`config.mk`:
```
export PLATFORM = sky130hd
export DESIGN_NAME = booth_mul_seq
export DESIGN_NICKNAME = d
export VERILOG_FILES = /design/src/rtl/booth_mul_seq.sv
export SDC_FILE = /design/constraint.sdc
export NUM_CORES = 1
export LEC_CHECK = 0
export CAP_MARGIN = 30
export CORE_ASPECT_RATIO = 0.5
export CORE_UTILIZATION = 49
export CTS_CLUSTER_DIAMETER = 60
export DETAILED_ROUTE_END_ITERATION = 12
export PLACE_DENSITY = 0.71
export SETUP_SLACK_MARGIN = 0.2
export SYNTH_ARGS = -nofsm -noshare
export SYNTH_HDL_FRONTEND = slang
export SYNTH_SLANG_ARGS = --single-unit
```
`constraint.sdc`:
```
create_clock -name clock -period 9.1 [get_ports clock]
set_input_delay 0.91 -clock clock [delete_from_list [all_inputs] [get_ports clock]]
set_output_delay 0.91 -clock clock [all_outputs]
set_load 0.005 [all_outputs]
```
`src/rtl/booth_mul_seq.sv`:
```
// Sequential signed WIDTHxWIDTH multiplier, radix-2 Booth recoding, one step per clock.
// Full product is presented as hi/lo words and held until the next completion or reset.
module booth_mul_seq #(
   parameter int unsigned WIDTH = 32
) (
   input  logic             clock,
   input  logic             clear_n,
   input  logic             start,
   input  logic [WIDTH-1:0] a,
   input  logic [WIDTH-1:0] b,
   output logic             busy,
   output logic             done,
   output logic [WIDTH-1:0] hi,
   output logic [WIDTH-1:0] lo,
   output logic             ovf
);

   localparam int unsigned AW = WIDTH + 1;
   localparam int unsigned CW = $clog2(WIDTH);
   localparam logic [CW-1:0] LAST = CW'(WIDTH - 1);

   typedef enum logic [1:0] {S_IDLE, S_RUN, S_DONE} state_t;

   state_t           state_q, state_d;
   logic [AW-1:0]    acc_q, acc_d;
   logic [AW-1:0]    m_q, m_d;
   logic [WIDTH-1:0] q_q, q_d;
   logic             qm1_q, qm1_d;
   logic [CW-1:0]    cnt_q, cnt_d;
   logic             busy_q, busy_d;
   logic             done_q, done_d;
   logic [WIDTH-1:0] hi_q, hi_d;
   logic [WIDTH-1:0] lo_q, lo_d;
   logic             ovf_q, ovf_d;
   logic [AW-1:0]    sum;

   // State and datapath registers
   always_ff @(posedge clock) begin
      if (!clear_n) begin
         state_q <= S_IDLE;
         acc_q   <= '0;
         m_q     <= '0;
         q_q     <= '0;
         qm1_q   <= 1'b0;
         cnt_q   <= '0;
         busy_q  <= 1'b0;
         done_q  <= 1'b0;
         hi_q    <= '0;
         lo_q    <= '0;
         ovf_q   <= 1'b0;
      end else begin
         state_q <= state_d;
         acc_q   <= acc_d;
         m_q     <= m_d;
         q_q     <= q_d;
         qm1_q   <= qm1_d;
         cnt_q   <= cnt_d;
         busy_q  <= busy_d;
         done_q  <= done_d;
         hi_q    <= hi_d;
         lo_q    <= lo_d;
         ovf_q   <= ovf_d;
      end
   end

   // Next-state, Booth step and result capture
   always_comb begin
      state_d = state_q;
      acc_d   = acc_q;
      m_d     = m_q;
      q_d     = q_q;
      qm1_d   = qm1_q;
      cnt_d   = cnt_q;
      busy_d  = 1'b0;
      done_d  = 1'b0;
      hi_d    = hi_q;
      lo_d    = lo_q;
      ovf_d   = ovf_q;
      sum     = acc_q;

      case (state_q)
         S_IDLE: begin
            if (start) begin
               state_d = S_RUN;
               m_d     = {a[WIDTH-1], a};
               acc_d   = '0;
               q_d     = b;
               qm1_d   = 1'b0;
               cnt_d   = '0;
               busy_d  = 1'b1;
            end
         end
         S_RUN: begin
            case ({q_q[0], qm1_q})
               2'b01:   sum = acc_q + m_q;
               2'b10:   sum = acc_q - m_q;
               default: sum = acc_q;
            endcase
            // Arithmetic shift of {A, Q, q-1}; the extra A bit keeps A - M from overflowing
            acc_d = {sum[AW-1], sum[AW-1:1]};
            q_d   = {sum[0], q_q[WIDTH-1:1]};
            qm1_d = q_q[0];
            cnt_d = cnt_q + CW'(1);
            if (cnt_q == LAST) begin
               state_d = S_DONE;
               done_d  = 1'b1;
               hi_d    = acc_d[WIDTH-1:0];
               lo_d    = q_d;
               ovf_d   = (acc_d[WIDTH-1:0] != {WIDTH{q_d[WIDTH-1]}});
            end else begin
               busy_d = 1'b1;
            end
         end
         S_DONE:  state_d = S_IDLE;
         default: state_d = S_IDLE;
      endcase
   end

   assign busy = busy_q;
   assign done = done_q;
   assign hi   = hi_q;
   assign lo   = lo_q;
   assign ovf  = ovf_q;

endmodule
```
==> metrics.md <==
| Metric | Value |
|---|---|
| Status | `finished clean` |
| Final wirelength | `30,400 um` |
| Crit path max-delay family | `simple AND/OR/NAND/NOR gates` |
| Type of the tightest min-delay check | `flop to flop` |
| Dpl ws | `3.74 ns` |
| Transition time at the pin with the least slew margin | `1.06 ns` |
| Vertical extent of the die | `103 um` |
| Net count after synthesis | `1,411` |
| Final critical-path setup slack | `3.69 ns` |
| Capturing element type of the critical path | `flop` |
| Gates resized, CTS repair | `0` |
| Post-CTS Setup Inserts | `0` |
| Most used standard cells in the synthesized netlist | `sky130_fd_sc_hd__nor2_1 (187), sky130_fd_sc_hd__nand2_1 (179), sky130_fd_sc_hd__dfxtp_1 (171), sky130_fd_sc_hd__a21oi_1 (166), sky130_fd_sc_hd__clkbuf_1 (77)` |
| CORE AREA | `0.0198 mm^2` |
| Total CTS buffers | `17` |
| Biggest cell delay along the critical path | `0.67 ns` |
| Total clock sinks | `171` |
| Number of top-level pins | `134` |
| Number of optimization iterations in the first detailed-route pass | `5` |
| Number of storage elements in the synthesis netlist | `171` |
| Layout cell share with drive strength beyond 1 | `8.97%` |
| Clock input transition at the sequential cells of the worst setup and hold paths | `0.07 ns` |
| Post-synthesis to final-layout area growth | `19.7%` |
| Cell count of the worst reg-to-reg path | `19` |
| Routability Congestion | `0.920` |
| Sequential share of the synthesized area | `34.0%` |
| Comb power frac | `26.3%` |
| Count of mapped cells out of synthesis | `1,307` |
| Kind of critical path | `flop to flop` |
| Leakage power | `4.49 nW` |
| Area enclosed by the die boundary | `0.0212 mm^2` |
| Number of levels in the clock H-tree | `4` |
| Number of cell rows | `36` |
| Initial antenna violation count | `1` |
| Post-Synthesis Mean Instance Area | `7.71 um^2` |
| Count of buffers from port buffering | `133` |
| Synthesis Warnings | `0` |
| Critical register-to-register path endpoint | `ovf$_SDFFE_PN0P_` |
| Number of global-route vias before repair | `8,711` |
| Global-route wire length before repair | `47,100 um` |
| Drt drc | `0` |
| CP Max Fanout | `8` |
| Cell with the most instances after synthesis | `sky130_fd_sc_hd__nor2_1` |
| Worst path cell trace | `nor2_1 -> nor4b_1 -> nand2_1 -> nor4_1 -> nand2_1 -> nor2_1 -> a31oi_1 -> xnor2_1 -> ha_1 -> a21o_1 -> or3_1 -> a211oi_1 -> nor3_1 -> nor3b_1 -> mux2_2 -> o21ai_0 -> or4_1 -> a221oi_1 -> o211ai_1` |
| Critical path's slowest cell | `sky130_fd_sc_hd__nor4b_1` |
| Time the worst path needs with I/O delays and setup | `5.41 ns` |
| Routed Antenna Nets | `0` |
| Share of total power consumed by net switching | `33.0%` |
| Area leader, netlist | `sky130_fd_sc_hd__dfxtp_1` |
| Number of buffers on the longest clock path | `2` |
| Internal power contribution | `1.43 mW` |
| Hold Crit Endpoint | `lo[3]$_SDFFE_PN0P_` |
| Number of hold buffers added after cts | `0` |
| HPWL after DPL | `21,800 um` |
| Number of distinct library cells after synthesis | `91` |
| Pin count of the biggest net entering global routing | `73` |
| GRT overflow | `0` |
| Ys async rst share | `0%` |
| Number of setup violations in the final report | `0` |
| Final slew viol count | `0` |
| Worst min-delay path startpoint | `lo[3]$_SDFFE_PN0P_` |
| Largest vdd supply drop | `147 uV` |
| Setup repair after global routing missed its margin | `false` |
| R2R Path Start | `m_q[2]$_SDFFE_PN0P_` |
| Clock root buffer | `sky130_fd_sc_hd__clkbuf_16` |
| TritonCTS clock tree | `yes` |
| Fraction of power consumed by the clock network | `35.8%` |
| Cell area after synthesis | `0.0101 mm^2` |
| WP data required | `9.41 ns` |
| Setup slack on the worst flop-to-flop path | `3.69 ns` |
| Primary flip-flop cell chosen by synthesis mapping | `sky130_fd_sc_hd__dfxtp_1` |
| Setup Total Neg Slack | `0 ns` |
| Drt initial violations | `809` |
| GRT Total Usage | `28.9%` |
| Clock Latency Late Sink | `0.44 ns` |
| Avg Vias per Cell | `5.92` |
| Number of buffers and inverters on the critical path | `0` |
| Maximum frequency from static timing analysis | `0.185 GHz` |
| Fraction of power consumed by sequential logic | `37.9%` |
| Hold violation total from the final report | `0` |
| Die width | `205 um` |
| Final period utilization | `59.5%` |
| Largest clock skew in the final design | `0.00893 ns` |
| Worst Hold Depth | `2` |
| Share of the synthesized area in the top cell type | `34.0%` |
| Data arrival time of the critical path | `5.73 ns` |
| Switching power | `704 uW` |
| Leading post-synthesis cells by cell area | `sky130_fd_sc_hd__dfxtp_1 (34%), sky130_fd_sc_hd__a21oi_1 (8.2%), sky130_fd_sc_hd__nor2_1 (7.0%), sky130_fd_sc_hd__nand2_1 (6.7%), sky130_fd_sc_hd__ha_1 (4.5%)` |
| Ant diodes | `0` |
| Via Count | `9,817` |
| Initial cell density of the core | `50.9%` |
| Count of maximum capacitance violations | `0` |
| Post-layout nets | `1,484` |
| Critical Path Source Type | `flop` |
| Power density normalized to cell area | `177 mW/mm^2` |
| Relative slew slack | `29.2%` |
| Average routed wire per standard cell | `18.3 um` |
| Post-synth EDFFs | `0` |
## cell type report
| type | instances | area, um^2 |
|---|---|---|
| timing repair buffer | 146 | 1430 |
| multi-input combinational | 1023 | 6170 |
| clock buffer | 20 | 467 |
| tap | 266 | 333 |
| sequential | 171 | 3420 |
| clock inverter | 12 | 151 |
| fill | 1834 | 7720 |
| inverter | 21 | 81.3 |
## power by group through the flow
stage | Sequential [mW] | Clock [mW] | Combinational [mW]
after detailed placement | 0.825 | 0 | 0.549
after floorplan | 0.815 | 0 | 0.413
final | 0.809 | 0.766 | 0.562
after CTS | 0.808 | 0.777 | 0.552
after global placement | 0.824 | 0 | 0.541
after global routing | 0.813 | 0.806 | 0.613
## cells by family (layout without fill, tap and decap cells)
kind of cell,after synthesis,in the layout,share of synthesized area (%)
simple gates,547,547,25.1
fa+ha+maj,37,37,4.67
buf+inv,113,199,4.83
xor+xnor,39,39,3.39
flops,171,171,34.0
compound gates,385,385,26.5
mux,15,15,1.53
## metrics by stage
step / total power, mW / hold slack, ns / cell area (um^2) / instances / utilization (%)
5_1_grt: 2.23 / 0.480 / 12100 / 1659 / 61.0
6_report: 2.14 / 0.453 / 12100 / 1659 / 61.0
3_3_place_gp: 1.36 / 0.444 / 11400 / 1627 / 57.8
2_1_floorplan: 1.23 / 0.445 / 10100 / 1307 / -
4_1_cts: 2.14 / 0.457 / 12100 / 1659 / 61.0
3_5_place_dp: 1.37 / 0.447 / 11400 / 1627 / 57.8
## worst reg2reg max path, cell delays in order, from the launching register on
cell,delay [ns]
sky130_fd_sc_hd__dfxtp_1,0.35
sky130_fd_sc_hd__nor2_1,0.17
sky130_fd_sc_hd__nor4b_1,0.67
sky130_fd_sc_hd__nand2_1,0.16
sky130_fd_sc_hd__nor4_1,0.66
sky130_fd_sc_hd__nand2_1,0.10
sky130_fd_sc_hd__nor2_1,0.24
sky130_fd_sc_hd__a31oi_1,0.14
sky130_fd_sc_hd__xnor2_1,0.21
sky130_fd_sc_hd__ha_1,0.36
sky130_fd_sc_hd__a21o_1,0.21
sky130_fd_sc_hd__or3_1,0.33
sky130_fd_sc_hd__a211oi_1,0.22
sky130_fd_sc_hd__nor3_1,0.10
sky130_fd_sc_hd__nor3b_1,0.18
sky130_fd_sc_hd__mux2_2,0.22
sky130_fd_sc_hd__o21ai_0,0.08
sky130_fd_sc_hd__or4_1,0.42
sky130_fd_sc_hd__a221oi_1,0.36
sky130_fd_sc_hd__o211ai_1,0.12
## cell usage in the layout (no fill, tap or decap), types with 11 or more instances in the layout
| cell | netlist | final |
|---|---|---|
| sky130_fd_sc_hd__nand4_1 | 12 | 12 |
| sky130_fd_sc_hd__a21oi_1 | 166 | 166 |
| sky130_fd_sc_hd__and3_1 | 13 | 13 |
| sky130_fd_sc_hd__nor3_1 | 35 | 35 |
| sky130_fd_sc_hd__nor4_1 | 12 | 12 |
| sky130_fd_sc_hd__a211oi_1 | 25 | 25 |
| sky130_fd_sc_hd__ha_1 | 36 | 36 |
| sky130_fd_sc_hd__inv_1 | 20 | 20 |
| sky130_fd_sc_hd__o221a_2 | 32 | 32 |
| sky130_fd_sc_hd__clkdlybuf4s50_1 | 0 | 133 |
| sky130_fd_sc_hd__buf_4 | 2 | 13 |
| sky130_fd_sc_hd__nor2b_1 | 35 | 35 |
| sky130_fd_sc_hd__o21ai_0 | 32 | 32 |
| sky130_fd_sc_hd__a21o_1 | 17 | 17 |
| sky130_fd_sc_hd__o21a_1 | 13 | 13 |
| sky130_fd_sc_hd__clkbuf_16 | 0 | 17 |
| sky130_fd_sc_hd__nor3b_1 | 11 | 11 |
| sky130_fd_sc_hd__dfxtp_1 | 171 | 170 |
| sky130_fd_sc_hd__mux2i_1 | 12 | 12 |
| sky130_fd_sc_hd__a22oi_1 | 13 | 13 |
| sky130_fd_sc_hd__o211ai_1 | 12 | 12 |
| sky130_fd_sc_hd__xnor2_1 | 34 | 34 |
| sky130_fd_sc_hd__nor2_1 | 187 | 185 |
| sky130_fd_sc_hd__nand2_1 | 179 | 178 |
## per-layer routing
| metal | up-vias | GRT usage (%) | share of wire [%] | wire length (um) |
|---|---|---|---|---|
| met4 | 2 | 6.89 | 0.86 | 261 |
| met3 | 23 | 7.46 | 8.7 | 2660 |
| li1 | 4826 | - | - | - |
| met5 | - | 0 | 0.030 | 9 |
| met2 | 337 | 41.5 | 40 | 12200 |
| met1 | 4629 | 42.6 | 50 | 15200 |
## sequential cells by signal, summed over array words and instances, names as in the netlist
signal	flops
cnt_q	5
ovf	1
done	1
acc_q	32
m_q	32
qm1_q	1
lo	32
hi	32
q_q	32
busy	1
state_q	2
## worst max-delay path by stage
stage,depth (start not counted),endpoint,start
detailed placement,19,ovf$_SDFFE_PN0P_,m_q[2]$_SDFFE_PN0P_
floorplan,20,ovf$_SDFFE_PN0P_,m_q[5]$_SDFFE_PN0P_
global placement,19,ovf$_SDFFE_PN0P_,m_q[2]$_SDFFE_PN0P_
global route,19,ovf$_SDFFE_PN0P_,m_q[2]$_SDFFE_PN0P_
finish,19,ovf$_SDFFE_PN0P_,m_q[2]$_SDFFE_PN0P_
CTS,19,ovf$_SDFFE_PN0P_,m_q[2]$_SDFFE_PN0P_
(Power assumes the default switching activity.)
